$ cat src/rtl/dac_sample_pacer.sv
// dac_sample_pacer: FIFO-buffered DAC pacer releasing one attenuated, rounded, saturated sample per tick.
// Optional DAC_PACER_UFLOW_CNT_EN adds a saturating 16-bit underflow counter port uflow_cnt.
module dac_sample_pacer #(
   parameter int DATA_WIDTH = 32,
   parameter int DAC_W      = 16,
   parameter int FIFO_DEPTH = 8,
   parameter int DIV_W      = 16
) (
   input  logic                          clk,
   input  logic                          rst,
   input  logic [DATA_WIDTH-1:0]         s_axis_tdata,
   input  logic                          s_axis_tvalid,
   output logic                          s_axis_tready,
   input  logic                          enable,
   input  logic [DIV_W-1:0]              div_ratio,
   input  logic [2:0]                    atten,
   output logic [DAC_W-1:0]              dac_data,
   output logic                          dac_strobe,
   output logic                          underflow,
   output logic [$clog2(FIFO_DEPTH):0]   fifo_level
`ifdef DAC_PACER_UFLOW_CNT_EN
   ,
   output logic [15:0]                   uflow_cnt
`endif
);
   localparam int AW = $clog2(FIFO_DEPTH);
   logic [DATA_WIDTH-1:0]        r_mem [FIFO_DEPTH];
   logic [AW-1:0]                r_wptr, r_rptr;
   logic [AW:0]                  r_level;
   logic [DIV_W-1:0]             r_cnt;
   logic [DAC_W-1:0]             r_dac;
   logic                         r_strobe, r_uflow;
   logic                         w_full, w_empty, w_push, w_pop, w_tick, w_unused;
   logic signed [DATA_WIDTH-1:0] w_y;
   logic [DAC_W:0]               w_r;
   logic [DAC_W-1:0]             w_fmt;
   assign w_full        = r_level == (AW+1)'(FIFO_DEPTH);
   assign w_empty       = r_level == '0;
   assign s_axis_tready = !rst && !w_full;
   assign w_push        = s_axis_tvalid && s_axis_tready;
   assign w_tick        = enable && (r_cnt >= div_ratio);
   assign w_pop         = w_tick && !w_empty;
   // Round half up on the bit just below the DAC word; only positive results can overflow.
   assign w_y      = $signed(r_mem[r_rptr]) >>> atten;
   assign w_r      = {w_y[DATA_WIDTH-1], w_y[DATA_WIDTH-1 -: DAC_W]} + (DAC_W+1)'(w_y[DATA_WIDTH-1-DAC_W]);
   assign w_fmt    = (!w_r[DAC_W] && w_r[DAC_W-1]) ? {1'b0, {(DAC_W-1){1'b1}}} : w_r[DAC_W-1:0];
   assign w_unused = ^w_y[DATA_WIDTH-DAC_W-1:0];
   assign dac_data   = r_dac;
   assign dac_strobe = r_strobe;
   assign underflow  = r_uflow;
   assign fifo_level = r_level;
   always_ff @(posedge clk) begin
      if (w_push) r_mem[r_wptr] <= s_axis_tdata;
   end
   always_ff @(posedge clk or posedge rst) begin
      if (rst) begin
         r_wptr   <= '0;
         r_rptr   <= '0;
         r_level  <= '0;
         r_cnt    <= '0;
         r_dac    <= '0;
         r_strobe <= 1'b0;
         r_uflow  <= 1'b0;
      end else begin
         if (w_push) r_wptr <= r_wptr + 1'b1;
         if (w_pop) r_rptr <= r_rptr + 1'b1;
         r_level  <= r_level + (AW+1)'(w_push) - (AW+1)'(w_pop);
         r_cnt    <= (!enable || w_tick) ? '0 : r_cnt + 1'b1;
         r_dac    <= w_pop ? w_fmt : r_dac;
         r_strobe <= w_tick;
         r_uflow  <= w_tick && w_empty;
      end
   end
`ifdef DAC_PACER_UFLOW_CNT_EN
   always_ff @(posedge clk or posedge rst) begin
      if (rst) uflow_cnt <= '0;
      else if (w_tick && w_empty && uflow_cnt != 16'hFFFF) uflow_cnt <= uflow_cnt + 1'b1;
   end
`endif
endmodule

$ cat config.mk
export PLATFORM = sky130hd
export DESIGN_NAME = dac_sample_pacer
export DESIGN_NICKNAME = d
export VERILOG_FILES = /design/src/rtl/dac_sample_pacer.sv
export SDC_FILE = /design/constraint.sdc
export NUM_CORES = 1
export LEC_CHECK = 0
export ABC_CLOCK_PERIOD_IN_PS = 4630
export BUFFER_PORTS_ARGS = -buffer_cell sky130_fd_sc_hd__buf_2
export CAP_MARGIN = 20
export CORE_MARGIN = 1.5
export CORE_UTILIZATION = 33
export CTS_BUF_LIST = sky130_fd_sc_hd__clkbuf_4 sky130_fd_sc_hd__clkbuf_8 sky130_fd_sc_hd__clkbuf_16
export CTS_CLUSTER_DIAMETER = 60
export CTS_CLUSTER_SIZE = 8
export DETAILED_ROUTE_END_ITERATION = 12
export PLACE_DENSITY = 0.46
export RECOVER_POWER = 25
export SYNTH_ARGS = -nofsm -noshare
export SYNTH_HDL_FRONTEND = slang
export SYNTH_SLANG_ARGS = --single-unit
$ cat constraint.sdc
create_clock -name clk -period 4.63 [get_ports clk]
set_input_delay 0.2315 -clock clk [delete_from_list [all_inputs] [get_ports clk]]
set_output_delay 0.2315 -clock clk [all_outputs]
set_load 0.005 [all_outputs]
Word-level counts from Yosys, hierarchy flattened

Memories as Yosys holds them, arrays and structs flattened.
Cells that the tools add are included.

Add/subtract/negate cells: 6
$mul: 0
Divide/modulo/power cells: 0
$lt $le $gt $ge: 1
Equal/unequal tests: 1
Shift operators: 1
Multiplexer cells: 4
Bitwise gates (word level): 0
Reduce and logical (&&, ||, !) cells: 13

Operators with widths:

| operator                                      | number |
|---|---|
| 2-to-1 mux 16 bit                             | 2 |
| >>> shifter 32 x 3 -> 32 bit                  | 1 |
| adder 16 x 2 -> 17 bit                        | 1 |
| adder 16 x 1 -> 16 bit, second input constant | 1 |
| >= comparator 16 bit                          | 1 |
| adder 3 x 1 -> 3 bit, second input constant   | 2 |
| logical AND 1 bit                             | 6 |
| zero test 1 bit                               | 5 |
| adder 4 x 1 -> 4 bit                          | 1 |
| == test 4 bit, second input constant          | 1 |
| zero test 4 bit                               | 1 |
| subtractor 4 x 1 -> 4 bit                     | 1 |
| 2-to-1 mux 1 bit                              | 2 |
| logical OR 1 bit                              | 1 |

Bits in registers: 44
Latch bits: 0
Bits in writable memories: 256
ROM bits: 0
Bits of input ports: 55
Output and inout bits: 23
Word-level logic and storage cells: 34
Memories kept: 1

Memories:

| name  | depth | bits a word | rd ports | clocked after Yosys merged registers in | write ports | RTL line | RTL |
|---|---|---|---|---|---|---|---|
| r_mem | 8     | 32          | 1        | 0                                       | 1           | 27       | `logic [DATA_WIDTH-1:0] r_mem [FIFO_DEPTH];` |

Depth between registers and ports, before layout

Depth after elaboration: 6
Depth in mapped cells: 20
Gate-level depth less buffers: 15

Worst setup path after synthesis

Ideal clock, no wire load.

Kind: reg2reg
From: reg r_rptr[1]
To: reg r_dac[13], in the netlist dac_data[13]
Setup time: 0.126 ns
Data arrival time: 3.552 ns
Data required time: 4.504 ns
Path slack: 0.952 ns
Cell stages (with the launch flop): 18
Buffers on the path: 5
Period minus slack after synthesis: 3.678 ns
Path through: dfrtp_1 > buf_4 > buf_6 > buf_6 > buf_4 > buf_2 > mux4_2 > mux2i_1 > o21ai_0 > mux2i_1 > o21ai_0 > ha_1 > inv_1 > a211o_1 > o21bai_2 > nor4b_1 > mux2_1 > o32a_1

Longest elaborated chain between the ends: 6

RTL lines:

| element                          | RTL line | RTL |
|---|---|---|
| start, declared                  | 28       | `logic [AW-1:0] r_wptr, r_rptr;` |
| start signal, assigned           | 66       | `if (w_pop) r_rptr <= r_rptr + 1'b1;` |
| memory (8 x 32 bit) (*)          | n/a      |  |
| >>> shifter 32 x 3 -> 32 bit (*) | 44       | `assign w_y = $signed(r_mem[r_rptr]) >>> atten;` |
| adder 16 x 2 -> 17 bit (*)       | 45       | `assign w_r = {w_y[DATA_WIDTH-1], w_y[DATA_WIDTH-1 -: DAC_W]} + (DAC_W+1)'(w_y[DATA_WIDTH-1-DAC_W]);` |
| zero test 1 bit                  | 46       | `assign w_fmt = (!w_r[DAC_W] && w_r[DAC_W-1]) ? {1'b0, {(DAC_W-1){1'b1}}} : w_r[DAC_W-1:0];` |
| logical AND 1 bit                | 46       |  |
| 2-to-1 mux 16 bit (*)            | 46       |  |
| end signal, assigned             | 69       | `r_dac <= w_pop ? w_fmt : r_dac;` |
| end, declared                    | 31       | `logic [DAC_W-1:0] r_dac;` |

Mark *: on every way between the ends. The rest lies on a longest branch, timed or not.
A chain may end at the register's enable or synchronous reset.

Worst setup path after layout

From: reg r_rptr[2]
To: reg r_dac[13], in the netlist dac_data[13]

The elaborated chain is that of the path after synthesis.

==> qor.yml <==
die_h_um: 169
synth_top_area_share_pct: 44.9
synth_ff_type: "edfxtp_1"
drcViolationCount: 0
postSynthAreaPerCell_um2: 14.0
ys_top_cells_by_count: "edfxtp_1 (136), nor2_1 (49), dfrtp_1 (44), mux4_2 (37), mux2_2 (31)"
rsz0062_at_grt: "false"
power.density_nw_per_um2: 406
syn_to_final_growth_pct: 14.4
gp_congestion: 0.838
numPortBuffers: 62
dp_slack_ns: 0.540
finalCritPeriodShare_pct: 88.2
synth_area_leaders: "edfxtp_1 (45%), dfrtp_1 (12%), mux4_2 (9.2%), mux2_2 (3.8%), ha_1 (3.7%)"
finalHoldViolCount: 0
initial_core_util_pct: 33.7
first_iter_violations: 425
crit_path_start_kind: "flop"
total_power_mw: 4.23
hp-class: "in2async"
antenna_found_initial: 0
ctsResizeCount: 0
numCtsBuffers: 17
ys_async_sr_fraction_pct: 24.4
clk_pin_slew_ns: 0.07
core_area_um2: 27000
synth_top_cell_by_area: "edfxtp_1"
ys_warn_count: 0
crit_type: "reg2reg"
die_x_um: 169
dpl_cell_area_um2: 9790
die_area_um2: 28600
synth_edf_count: 136
arrival_ns: 4.44
dr.pass1.iters: 5
fillers: 2589
seq_area_frac_synth_pct: 57.0
synth.net_count: 734
via_count: 5564
nets: 801
cts_setup_buffers: 0
ios: 78
grt_first_pass_wirelength_um: 32700
postRouteAntennaNets: 0
cts_tree: "built"
drive_above_1_share_pct: 25.3
hold-worst-slack_ns: 0.0234
synthCells: 651
insertion_delay_ns: 0.42
mappedNetlistArea_um2: 9100
routedWlPerCell_um: 19.3
cts.sinks: 180
setup_viol: 0
end_kind: "flop"
wl_um: 20700
row_count: 60
grt_usage_pct: 15.2
cts_hold_buf: 0
clk_path_buf_depth: 2
synth_cell_types: 68
viasPerCell: 5.19
place_hpwl_um: 14100
grt_max_degree: 45
n_antenna_cell: 0
slew_headroom_pct: 38.2
gr-total-overflow: 0
ys_seq_elements: 180
dp_cells: 1039
root_buffer: "clkbuf_16"
fin_skew_ns: 0.00863
fin_area_um2: 10400
final_max_slew_viol_count: 0
p_leak_nw: 3.77
drv_cap: 0
ir_drop_mv: 0.213
finalSetupTns_ns: 0
synthMostInstantiatedCell: "edfxtp_1"
finalWorstSetupSlack_ns: 0.548
status: "complete, no violations"
path_max_fanout: 19
critical_path_required_ns: 4.99
worst_slew_pin_slew_ns: 0.926
htree_levels: 4
postLayoutCoreUtil_pct: 38.5
finalNonFillerCells: 1072
grt_pass1_vias: 5760
min_period_ns: 4.08
max_freq_mhz: 245
[sequential cells by signal (all words and copies together) (netlist names)]
signal,flops
underflow,1
fifo_level,4
r_rptr,3
r_cnt,16
r_wptr,3
r_mem,136
dac_strobe,1
dac_data,16
[report_power, final]
group	switching, mW	total, mW	internal [mW]
clock	0.653	1.53	0.875
combinational	0.413	0.722	0.309
sequential	0.0843	1.98	1.89
[layout by cell type (no fill, tap or decap), types with 5 or more instances in the layout]
cell	instances
edfxtp_1	136
nor2_1	49
buf_2	48
dfrtp_1	41
mux4_2	37
mux2_2	31
nand2_1	30
inv_1	29
ha_1	27
mux2i_1	26
o21ai_0	17
xnor2_1	17
clkbuf_16	17
o22a_1	16
buf_4	16
nand3_1	15
clkbuf_1	14
a21oi_1	13
xor2_1	12
nand2b_1	11
nor3_1	9
a21o_1	7
nand4_1	7
inv_6	7
o211ai_1	6
and3_1	6
nor3_2	5
a31oi_1	5
o32a_1	5
[critical path: stages (launching register included)]
cell and delay (ns):
dfrtp_2 0.60, buf_4 0.38, mux2_2 0.39, mux4_2 0.47, mux2i_1 0.26, nor2_1 0.06
o21ai_0 0.16, o21ai_0 0.12, ha_1 0.24, inv_1 0.07, a211o_1 0.16, and3_1 0.17
o22ai_1 0.12, o31ai_4 0.56, o32a_1 0.26
[area by class of cell]
type / count / area (um2) / share of cell area, %
clock buffer: 17 / 425 / 4.09
clock inverter: 15 / 203 / 1.95
inverter: 32 / 120 / 1.15
multi-input combinational: 407 / 3600 / 34.5
sequential: 180 / 5190 / 49.8
tap: 341 / 427 / 4.10
timing repair buffer: 80 / 453 / 4.35
[routing by layer]
layer	global-route usage [%]	wire (um)
met5	0	0
met4	4.12	228
met3	3.09	719
met2	24.3	9920
met1	20.9	9850
[worst paths after layout]
| path | startpoint | end | slack [ns] | depth (start not counted) |
|---|---|---|---|---|
| setup / recovery | r_rptr[2] | dac_data[13] | 0.55 | 14 |
| hold / removal | rst | dac_strobe | 0.02 | 2 |
| setup reg to reg | r_rptr[2] | dac_data[13] | 0.55 | 14 |
| hold reg to reg | dac_data[3] | dac_data[3] | 0.50 | 1 |
| max in group asynchronous | rst | r_rptr[2] | 3.98 | 2 |
| min in group clk | enable | underflow | 0.07 | 3 |
[kinds of logic (layout without fill, tap and decap cells)]
kind of cell	Yosys count	after routing	share of synthesized area [%]
muxes	95	95	16.0
adders and majority gates	28	28	3.93
and+or+nand+nor	158	158	8.73
xor gates and xnor gates	29	29	2.79
DFF	180	180	57.0
AOI/OAI and AO/OA	97	97	7.74
buffers and inverters	64	144	3.86
Note: power is estimated with default switching activity, not from simulation.
